<file path="config.mk">
export PLATFORM = sky130hd
export DESIGN_NAME = mileage_display
export DESIGN_NICKNAME = d
export VERILOG_FILES = /design/src/rtl/car_display_pkg.sv /design/src/rtl/bcd_to_seg.sv /design/src/rtl/mileage_display.sv
export SDC_FILE = /design/constraint.sdc
export NUM_CORES = 1
export LEC_CHECK = 0
export ABC_AREA = 1
export CAP_MARGIN = 10
export CORE_AREA = 8 8 79 81
export CTS_BUF_LIST = sky130_fd_sc_hd__clkbuf_4 sky130_fd_sc_hd__clkbuf_8
export CTS_CLUSTER_SIZE = 16
export DETAILED_ROUTE_END_ITERATION = 10
export DIE_AREA = 0 0 87 89
export MAX_ROUTING_LAYER = met4
export PLACE_DENSITY = 0.84
export SLEW_MARGIN = 10
export SYNTH_ARGS = -nofsm -noshare
export SYNTH_HDL_FRONTEND = slang
export SYNTH_HIERARCHICAL = 1
export SYNTH_SLANG_ARGS = --single-unit
</file>
<file path="constraint.sdc">
create_clock -name clk -period 2.9 [get_ports clk]
set_input_delay 0.29 -clock clk [delete_from_list [all_inputs] [get_ports clk]]
set_output_delay 0.29 -clock clk [all_outputs]
set_load 0.05 [all_outputs]
</file>
<file path="src/rtl/car_display_pkg.sv">
// Shared constants for the car display: segment encodings, scan FSM states
// and the default scan divider.
package car_display_pkg;

    localparam int unsigned SCAN_DIV_DEFAULT = 100000;
    localparam int unsigned NUM_DIGITS       = 4;
    localparam int unsigned DIGIT_W          = 4;
    localparam int unsigned SEG_W            = 8;

    // Segment order is {a,b,c,d,e,f,g,dp}, active high.
    localparam logic [SEG_W-1:0] SEG_0     = 8'b11111100;
    localparam logic [SEG_W-1:0] SEG_1     = 8'b01100000;
    localparam logic [SEG_W-1:0] SEG_2     = 8'b11011010;
    localparam logic [SEG_W-1:0] SEG_3     = 8'b11110010;
    localparam logic [SEG_W-1:0] SEG_4     = 8'b01100110;
    localparam logic [SEG_W-1:0] SEG_5     = 8'b10110110;
    localparam logic [SEG_W-1:0] SEG_6     = 8'b10111110;
    localparam logic [SEG_W-1:0] SEG_7     = 8'b11100000;
    localparam logic [SEG_W-1:0] SEG_8     = 8'b11111110;
    localparam logic [SEG_W-1:0] SEG_9     = 8'b11110110;
    localparam logic [SEG_W-1:0] SEG_DASH  = 8'b00000010;
    localparam logic [SEG_W-1:0] SEG_BLANK = 8'b00000000;

    typedef enum logic [1:0] {
        DIG0 = 2'd0,
        DIG1 = 2'd1,
        DIG2 = 2'd2,
        DIG3 = 2'd3
    } scan_state_e;

    // One-hot digit select for a scan state.
    function automatic logic [NUM_DIGITS-1:0] state_onehot(input scan_state_e s);
        return NUM_DIGITS'(1) << s;
    endfunction

endpackage

</file>
<file path="src/rtl/bcd_to_seg.sv">
// Combinational BCD nibble to 7-segment decoder with blanking; values 10..15
// show a dash to flag invalid BCD.
module bcd_to_seg
    import car_display_pkg::*;
(
    input  logic [DIGIT_W-1:0] nibble_i,
    input  logic               blank_i,
    output logic [SEG_W-1:0]   seg_o
);

    always_comb begin
        seg_o = SEG_DASH;
        if (blank_i) begin
            seg_o = SEG_BLANK;
        end else begin
            case (nibble_i)
                4'd0:    seg_o = SEG_0;
                4'd1:    seg_o = SEG_1;
                4'd2:    seg_o = SEG_2;
                4'd3:    seg_o = SEG_3;
                4'd4:    seg_o = SEG_4;
                4'd5:    seg_o = SEG_5;
                4'd6:    seg_o = SEG_6;
                4'd7:    seg_o = SEG_7;
                4'd8:    seg_o = SEG_8;
                4'd9:    seg_o = SEG_9;
                default: seg_o = SEG_DASH;
            endcase
        end
    end

endmodule

</file>
<file path="src/rtl/mileage_display.sv">
// Four-digit multiplexed mileage display: prescaled digit scan, frame-aligned
// snapshot of the mileage, leading-zero blanking and registered outputs.
module mileage_display
    import car_display_pkg::*;
#(
    parameter int unsigned SCAN_DIV = SCAN_DIV_DEFAULT
) (
    input  logic                           clk,
    input  logic                           reset,
    input  logic [NUM_DIGITS*DIGIT_W-1:0]  mile,
    input  logic                           enable,
    output logic [NUM_DIGITS-1:0]          seg_en,
    output logic [SEG_W-1:0]               seg_out
);

    localparam int unsigned CNT_W = (SCAN_DIV > 1) ? $clog2(SCAN_DIV) : 1;
    localparam logic [CNT_W-1:0] CNT_MAX = CNT_W'(SCAN_DIV - 1);
    localparam int unsigned SNAP_W = NUM_DIGITS * DIGIT_W;

    logic [CNT_W-1:0]      cnt_q, cnt_d;
    scan_state_e           state_q, state_d;
    logic [SNAP_W-1:0]     snap_q, snap_d;
    logic [NUM_DIGITS-1:0] seg_en_q, seg_en_d;
    logic [SEG_W-1:0]      seg_out_q, seg_out_d;

    logic                  tick;
    logic [DIGIT_W-1:0]    cur_nibble;
    logic                  cur_blank;
    logic [SEG_W-1:0]      cur_seg;

    assign tick = (cnt_q == CNT_MAX);

    // Digit mux; a digit blanks only when it and every higher digit are zero.
    always_comb begin
        cur_nibble = snap_q[3:0];
        cur_blank  = 1'b0;
        unique case (state_q)
            DIG0: begin
                cur_nibble = snap_q[3:0];
                cur_blank  = 1'b0;
            end
            DIG1: begin
                cur_nibble = snap_q[7:4];
                cur_blank  = (snap_q[15:4] == 12'd0);
            end
            DIG2: begin
                cur_nibble = snap_q[11:8];
                cur_blank  = (snap_q[15:8] == 8'd0);
            end
            DIG3: begin
                cur_nibble = snap_q[15:12];
                cur_blank  = (snap_q[15:12] == 4'd0);
            end
        endcase
    end

    bcd_to_seg u_bcd_to_seg (
        .nibble_i (cur_nibble),
        .blank_i  (cur_blank),
        .seg_o    (cur_seg)
    );

    // Next-state: prescaler, scan FSM, frame-boundary snapshot, output image.
    always_comb begin
        cnt_d     = cnt_q + CNT_W'(1);
        state_d   = state_q;
        snap_d    = snap_q;
        seg_en_d  = '0;
        seg_out_d = '0;

        if (tick) begin
            cnt_d = '0;
            unique case (state_q)
                DIG0: state_d = DIG1;
                DIG1: state_d = DIG2;
                DIG2: state_d = DIG3;
                DIG3: state_d = DIG0;
            endcase
            if (state_q == DIG3) begin
                snap_d = mile;
            end
        end

        if (enable) begin
            seg_en_d  = state_onehot(state_q);
            seg_out_d = cur_seg;
        end
    end

    always_ff @(posedge clk or posedge reset) begin
        if (reset) begin
            cnt_q     <= '0;
            state_q   <= DIG0;
            snap_q    <= '0;
            seg_en_q  <= '0;
            seg_out_q <= '0;
        end else begin
            cnt_q     <= cnt_d;
            state_q   <= state_d;
            snap_q    <= snap_d;
            seg_en_q  <= seg_en_d;
            seg_out_q <= seg_out_d;
        end
    end

    assign seg_en  = seg_en_q;
    assign seg_out = seg_out_q;

endmodule

</file>
* Word-level counts from Yosys, hierarchy flattened
Memory sizes are Yosys's and may differ from the RTL's. Index checks and enable logic that the tools add are counted.
Operators by class: muxes and demuxes 7, reductions and logical operators 5, shift-type cells 1, eq/ne operators 4, add/sub/neg operators 1
Operator list (count):
- 17-bit by 1-bit adder with 17-bit output, second input constant | 1
- 17-bit == test, second input constant | 1
- 17-bit 2-to-1 mux | 1
- 8-bit 2-to-1 mux | 2
- 4-bit case mux with 4 select lines | 1
- 12-bit logical NOT | 1
- 8-bit logical NOT | 1
- 2-bit case mux with 4 select lines | 1
- 2-bit == test, second input constant | 2
- 4-bit logical NOT | 1
- 4-bit 2-to-1 mux | 1
- 1-bit case mux with 4 select lines | 1
- 1-bit by 2-bit << shifter with 4-bit output, first input constant | 1
- 2-bit by 1-bit == test with 1-bit output, second input constant | 1
- 2-bit logical NOT | 1
- 2-bit AND reduction | 1
Storage, ports and cells: register bits 47, word-level logic and storage cells 24, memories 1, output and inout bits 12, bits of input ports 19, ROM bits 112
Memory list:
- (name not given) | depth 16, bits a word 7, read ports 1, clocked after memory_dff 0, write ports 0, RTL line bcd_to_seg.sv:16 | case (nibble_i)

* Logic depth before layout (Yosys ltp)
Gate-level depths: netlist of run 1. An unclocked memory read counts as a cell.
depth in word-level cells 5, depth in mapped cells 13, gate-level depth less buffers 13

* By module
Netlist of run 1, hierarchy kept.
Modules (own cells, without submodules):
- mileage_display | seq. area each 1176.1 µm², instances 1, area an instance 2403.6 µm², cells an instance 305
- bcd_to_seg | seq. area each 0.0 µm², instances 1, area an instance 217.7 µm², cells an instance 39

* Least setup slack after synthesis of run 1
Ideal clock, no wire load.
kind flip-flop to flip-flop, start register state_q[0], end register seg_out_q[4], in the netlist seg_out[4], buffers on the path 1, setup time 0.114 ns, slack 0.748 ns, period minus slack after synthesis 2.152 ns, cell stages (with the launch flop) 13, arrival time 2.038 ns, required time 2.786 ns, path through dfrtp_1 > ha_1 > clkbuf_1 > a21oi_1 > a31oi_1 > inv_1 > ha_1 > nand2_1 > inv_1 > nor2_1 > nor2_1 > nand2_1 > inv_1
Between the ends: cells in the longest elaborated chain, start to end 5, elaborated cells between the ends (all ways) 9, those cells by class eq/ne (3); mux (4); reduce/logical (1); memory (1)
Ends and longest elaborated chain:
- from (decl) | RTL line mileage_display.sv:21 | scan_state_e state_q, state_d;
- from (signal assigned) | RTL line mileage_display.sv:99 | state_q <= state_d;
- 2-bit == test (tied with other cells) | RTL line mileage_display.sv:37 | unique case (state_q)
- 4-bit case mux with 4 select lines * | RTL line mileage_display.sv:37
- net cur_nibble[1] | RTL line mileage_display.sv:27 | logic [DIGIT_W-1:0] cur_nibble;
- memory 16 x 7 bit *
- 8-bit 2-to-1 mux * | RTL line bcd_to_seg.sv:13 | if (blank_i) begin
- net cur_seg[4] | RTL line mileage_display.sv:29 | logic [SEG_W-1:0] cur_seg;
- 8-bit 2-to-1 mux * | RTL line mileage_display.sv:84 | if (enable) begin
- net seg_out_d[4] | RTL line mileage_display.sv:24 | logic [SEG_W-1:0] seg_out_q, seg_out_d;
- to (signal assigned) | RTL line mileage_display.sv:102 | seg_out_q <= seg_out_d;
- to (decl) | RTL line mileage_display.sv:24
The timed path passes the listed nets; every way through them passes the cells marked *. A chain may end at the register's enable or synchronous reset.

* Worst setup path after layout of run 1
Ends and elaborated chain as after synthesis.

==> results of run 1 <==
## registers in the layout, indices dropped and copies added (netlist names)
signal	count
cnt_q	17
seg_en	4
seg_out	8
snap_q	16
state_q	2
## report_power, final
group          switching (uW)  internal, uW
sequential              0.528           657
clock                     216           354
combinational            27.7          27.1
total                     244          1040
## worst max-delay path, delay by kind of cell, from the launching register on
family,cells,cell delay (ns)
fa+ha+maj,2,0.56
buf+inv,5,0.53
compound gates,1,0.37
simple gates,5,0.35
flops,1,0.40
## layout make-up
cell class	instances	share of cell area (%)
clock buffers	6	2.458
inverters	53	6.406
well taps	70	2.820
clock inverters	2	1.934
flip-flops and latches	47	37.87
multi-input cells	235	38.11
repair buffers	33	10.39
## per-stage QoR
| stage | setup WS (ns) | instances | util (%) | power [uW] |
|---|---|---|---|---|
| 6_report | 0.5888 | 446 | 62.39 | 1282 |
| 3_3_place_gp | 0.7422 | 438 | 59.65 | 725.5 |
| 5_1_grt | 0.3812 | 446 | 62.39 | 1323 |
| 3_5_place_dp | 0.6343 | 438 | 59.65 | 726.6 |
| 4_1_cts | 0.6235 | 446 | 62.39 | 1293 |
| 2_1_floorplan | 0.7485 | 344 | - | 692.2 |
## cell usage in the layout (no fill, tap or decap)
cell type	instances
nor3_1	4
a21oi_1	7
a31oi_1	4
clkbuf_8	5
ha_1	11
dfrtp_1	47
nand3_1	12
buf_4	3
o21a_1	1
nor2_2	1
o21ai_1	2
clkdlybuf4s50_1	30
nand2_4	1
nor2_1	53
nor2_8	1
nand4_4	1
conb_1	1
nand2_1	100
nand4_1	21
nand2_2	2
xor2_1	6
clkbuf_4	1
o21ai_2	1
inv_1	43
xnor2_1	1
bufinv_16	2
o21ai_0	3
nor2_4	2
inv_2	10
## cell families after synthesis
family                   after synthesis
AND/OR/NAND/NOR                      198
buffers and inverters                 62
flip-flops                            47
AO/OA/AOI/OAI                         18
adder cells (fa/ha/maj)               11
XOR/XNOR                               7
other                                  1
## per-layer routing
layer  vias to the layer above  GRT usage [%]  routed length (um)
met5                         -              -                   0
met4                         0          7.355                  57
met3                         5          2.390                 253
met2                        55          25.19                2551
met1                      1019          20.27                2696
li1                       1128              -                   -
## how the worst min path moves through the flow
| stage | from | endpoint | slack (ns) | depth (start not counted) |
|---|---|---|---|---|
| 3_3_place_gp | cnt_q[0] | cnt_q[0] | 0.45 | 1 |
| 2_1_floorplan | enable | seg_en[0] | 0.39 | 2 |
| 5_1_grt | reset | state_q[0] | 0.48 | 2 |
| 4_1_cts | cnt_q[0] | cnt_q[0] | 0.47 | 1 |
| 6_report | reset | seg_en[0] | 0.41 | 2 |
| 3_5_place_dp | cnt_q[0] | cnt_q[0] | 0.45 | 1 |
==> reports/results.ini, run 1 <==
[setup_path]
cp-end-kind=flip-flop
critPathLaunchType=flip-flop
required_ns=3.10
endpoint=seg_out[4]
crit_type=reg -> reg
reg2reg_from=state_q[0]
crit_slowest_cell=dfrtp_1
cpPeakStageDelay_ns=0.40
reg2reg_depth=13
setup.worst_path.start=state_q[0]
crit_chain=inv_1, ha_1, inv_1, nor2_1, a31oi_1, inv_1, ha_1, nand2_1, inv_1, nor2_1, nor2_1, nand2_1, inv_1
r2r_setup_slack_ns=0.59
worstReg2RegEnd=seg_out[4]
path_common_cell=inv_1
critPathMaxFanout=6
cp.arrival_ns=2.51

[place]
postPlaceCellArea_um2=2969
dp_hpwl_um=4280
gp_congestion=0.9030
io_buffers=30

[final_layout]
multi_input_area_um2=1184
syn2layout_area_growth_pct=18.47
seqCellArea_um2=1176
final_layout_size_suffix_gt1_share_pct=7.979
nFillCells=454
final_area_um2=3105
fin_nets=405
antennaDiodeCount=0

[clocking]
cts_root_buf=clkbuf_8
clockBufferDepth=2
clkTransAtPathRegs_ns=0.09
ctsHoldBuffers=0
ctsResizeCount=0
clock_sinks=47
clock_latency_ns=0.30
cts_tree=built
htreeDepth=2
cts_buffers=5
post_cts_buffers=0

[yosys]
seq_area_frac_synth_pct=44.87
synth_top_family_by_area=simple AND/OR/NAND/NOR gates
ys_types=28
ys_top_cells_by_area=dfrtp_1 (45%), nand2_1 (14%), nor2_1 (7.6%)
synth-xor-area-share_pct=2.339
synth_compound_area_share_pct=3.866
synth_common_cells=nand2_1 (100), nor2_1 (53), dfrtp_1 (47)
yosys_register_bits=47
synth_top_area_cell=dfrtp_1
avgSynthCellArea_um2=7.620
synthSimpleGateAreaFrac_pct=33.56
synthCells=344
netlist_area_um2=2621
synth-edff-count=0
synth-main-ff-cell=dfrtp_1
yosysWarnings=6
synth_nets=374
synth_fa_ha_area_share_pct=5.251
yosysTopAreaCellShare_pct=44.87
yosysMostFrequentCell=nand2_1
postSynth.asyncResetShare_pct=100.0
synthMuxAreaShare_pct=0

[sta]
max_freq_mhz=432.7
hold_slack_ns=0.4092
clock_skew_ns=0.008257
maxSlewHeadroom_pct=47.68
tightest_slew_ns=0.7811
hold_viol=0
rsz0062_at_grt=no
setup_viol=0
fin_crit_ns=2.311
finalMaxSlewViolations=0
post-route-period-util_pct=79.70
tns_ns=0

[floorplanning]
dieArea_um2=7743
placementRows=26
core_area_um2=4977
die_y_um=89
io_pins=31
fp.dieW_um=87
start_util_pct=52.66

[detailed_routing]
wl_um=5559
wl_per_cell_um=12.46
drt-initial-drc-count=104
drc_errors=0
final_antenna_net_count=0
first_pass_iters=5
viasPerCell=4.948
vias=2207

[global_route]
grt_first_pass_wirelength_um=9584
grt_pass1_vias=2133
grt_overflow=0
grt_util_all_layers_pct=16.12
antenna_found_initial=0
grt_max_degree=34

[power]
power_density_nw_per_um2=412.7
leakagePower_uw=0.001614
irDropWorstVdd_mv=0.2516

[worst_hold_path]
hold_path.class=in -> async

[flow_run]
maxCapViolations=0

[run_status]
outcome=complete, no violations

No activity file was read; power rests on OpenSTA's default activity.
==> run 2: changes to the inputs <==
==> constraint.sdc (replaced) <==
create_clock -name clk -period 2.2 [get_ports clk]
set_input_delay 0.22 -clock clk [delete_from_list [all_inputs] [get_ports clk]]
set_output_delay 0.22 -clock clk [all_outputs]
set_load 0.05 [all_outputs]
==> reports/results.ini, run 2 (synthesis results as in run 1) <==
[run_status]
outcome=complete, no violations

[setup_path]
setup.worst_path.start=state_q[1]
critPathLaunchType=flip-flop
cp-end-kind=flip-flop
reg2reg_from=state_q[1]
critPathMaxFanout=8
cp.arrival_ns=2.20
crit_type=reg -> reg
required_ns=2.39

[clocking]
clkTransAtPathRegs_ns=0.09
cts_root_buf=clkbuf_8
clockBufferDepth=2
clock_latency_ns=0.30
cts_tree=built
post_cts_buffers=0
cts_buffers=5
ctsHoldBuffers=0
ctsResizeCount=0
htreeDepth=2
clock_sinks=47

[detailed_routing]
wl_um=5382
viasPerCell=4.855
wl_per_cell_um=11.99
first_pass_iters=4
vias=2180
final_antenna_net_count=0
drc_errors=0
drt-initial-drc-count=121

[sta]
tightest_slew_ns=0.5737
maxSlewHeadroom_pct=61.76
max_freq_mhz=496.6
setup_viol=0
hold_viol=0
tns_ns=0
rsz0062_at_grt=no
fin_crit_ns=2.014
finalMaxSlewViolations=0
clock_skew_ns=0.01007
post-route-period-util_pct=91.53

[place]
postPlaceCellArea_um2=2992
dp_hpwl_um=4078
gp_congestion=0.9114
io_buffers=30

[power]
leakagePower_uw=0.001615
irDropWorstVdd_mv=0.3180
power_density_nw_per_um2=509.1

[global_route]
antenna_found_initial=0
grt_first_pass_wirelength_um=9453
grt_util_all_layers_pct=15.67
grt_max_degree=48
grt_pass1_vias=2120
grt_overflow=0

[final_layout]
final_cell_mix=nand2_1 (100), nor2_1 (53), dfrtp_1 (47)
final_common_cell=nand2_1
largest-register=cnt_q
final_core_util_pct=62.59
syn2layout_area_growth_pct=18.85
final_area_um2=3115
largest_reg_flops=17
antennaDiodeCount=0
fin_nets=408
final_layout_size_suffix_gt1_share_pct=8.971

[worst_hold_path]
hold_path.class=in -> async

[floorplanning]
start_util_pct=52.66
placementRows=26
die_y_um=89
fp.dieW_um=87
io_pins=31
dieArea_um2=7743
core_area_um2=4977

[flow_run]
maxCapViolations=0

## run 2: cell types whose count changed in the layout (fill, tap and decap cells not counted), sizes merged
| cell | delta |
|---|---|
| buf | +3 |
| bufinv | -1 |
| clkinv | +2 |
| inv | -1 |
## run 2: final cells by class
type	count	area [um2]
fill	449	1862
multi-input combinational	235	1190
sequential	47	1176
timing repair buffer	36	345.3
inverter	53	198.9
tap	70	87.58
clock buffer	6	82.58
clock inverter	2	35.03
## run 2: power by group
group	switching [uW]	total (uW)	internal (uW)
logic	35.6	70.2	34.6
registers	0.567	866	866
clock network	282	650	368
## run 2: path summary, 6_finish.rpt
check / endpoint / slack (ns) / cells past startpoint
worst max register to register: seg_out[4] / 0.19 / 11
worst min-delay path: cnt_q[14] / 0.38 / 3
worst min register to register: cnt_q[0] / 0.48 / 1
max in group asynchronous: snap_q[7] / 1.43 / 3
worst max-delay path: seg_out[4] / 0.19 / 11
min in group clk: snap_q[13] / 0.47 / 3
## run 2: worst max-delay path, cell delays in order, from the launching register on
cell and delay [ns]:
dfrtp_1 0.40, ha_1 0.40, a21oi_1 0.13, a31oi_1 0.18
inv_1 0.11, ha_1 0.32, nand2_1 0.07, inv_1 0.05
nor2_1 0.10, nor2_1 0.05, nand2_1 0.06, inv_1 0.04
## run 2: through the flow
| stage | hold WS, ns | cells | setup slack (ns) | power (uW) |
|---|---|---|---|---|
| final | 0.3809 | 449 | 0.1864 | 1586 |
| after global routing | 0.4575 | 449 | 0.006690 | 1641 |
| after CTS | 0.4167 | 449 | 0.1231 | 1601 |
| after detailed placement | 0.4763 | 441 | 0.1552 | 955.6 |
| after global placement | 0.4439 | 441 | 0.2290 | 955.1 |
| after floorplan | 0.3239 | 344 | 0.04846 | 912.4 |
## run 2: routing by layer
layer	vias up	track usage (%)	wire [um]
met1	993	18.63	2650
met2	47	25.82	2418
li1	1131	-	-
met3	9	3.033	212
met4	0	5.947	99
met5	-	-	0
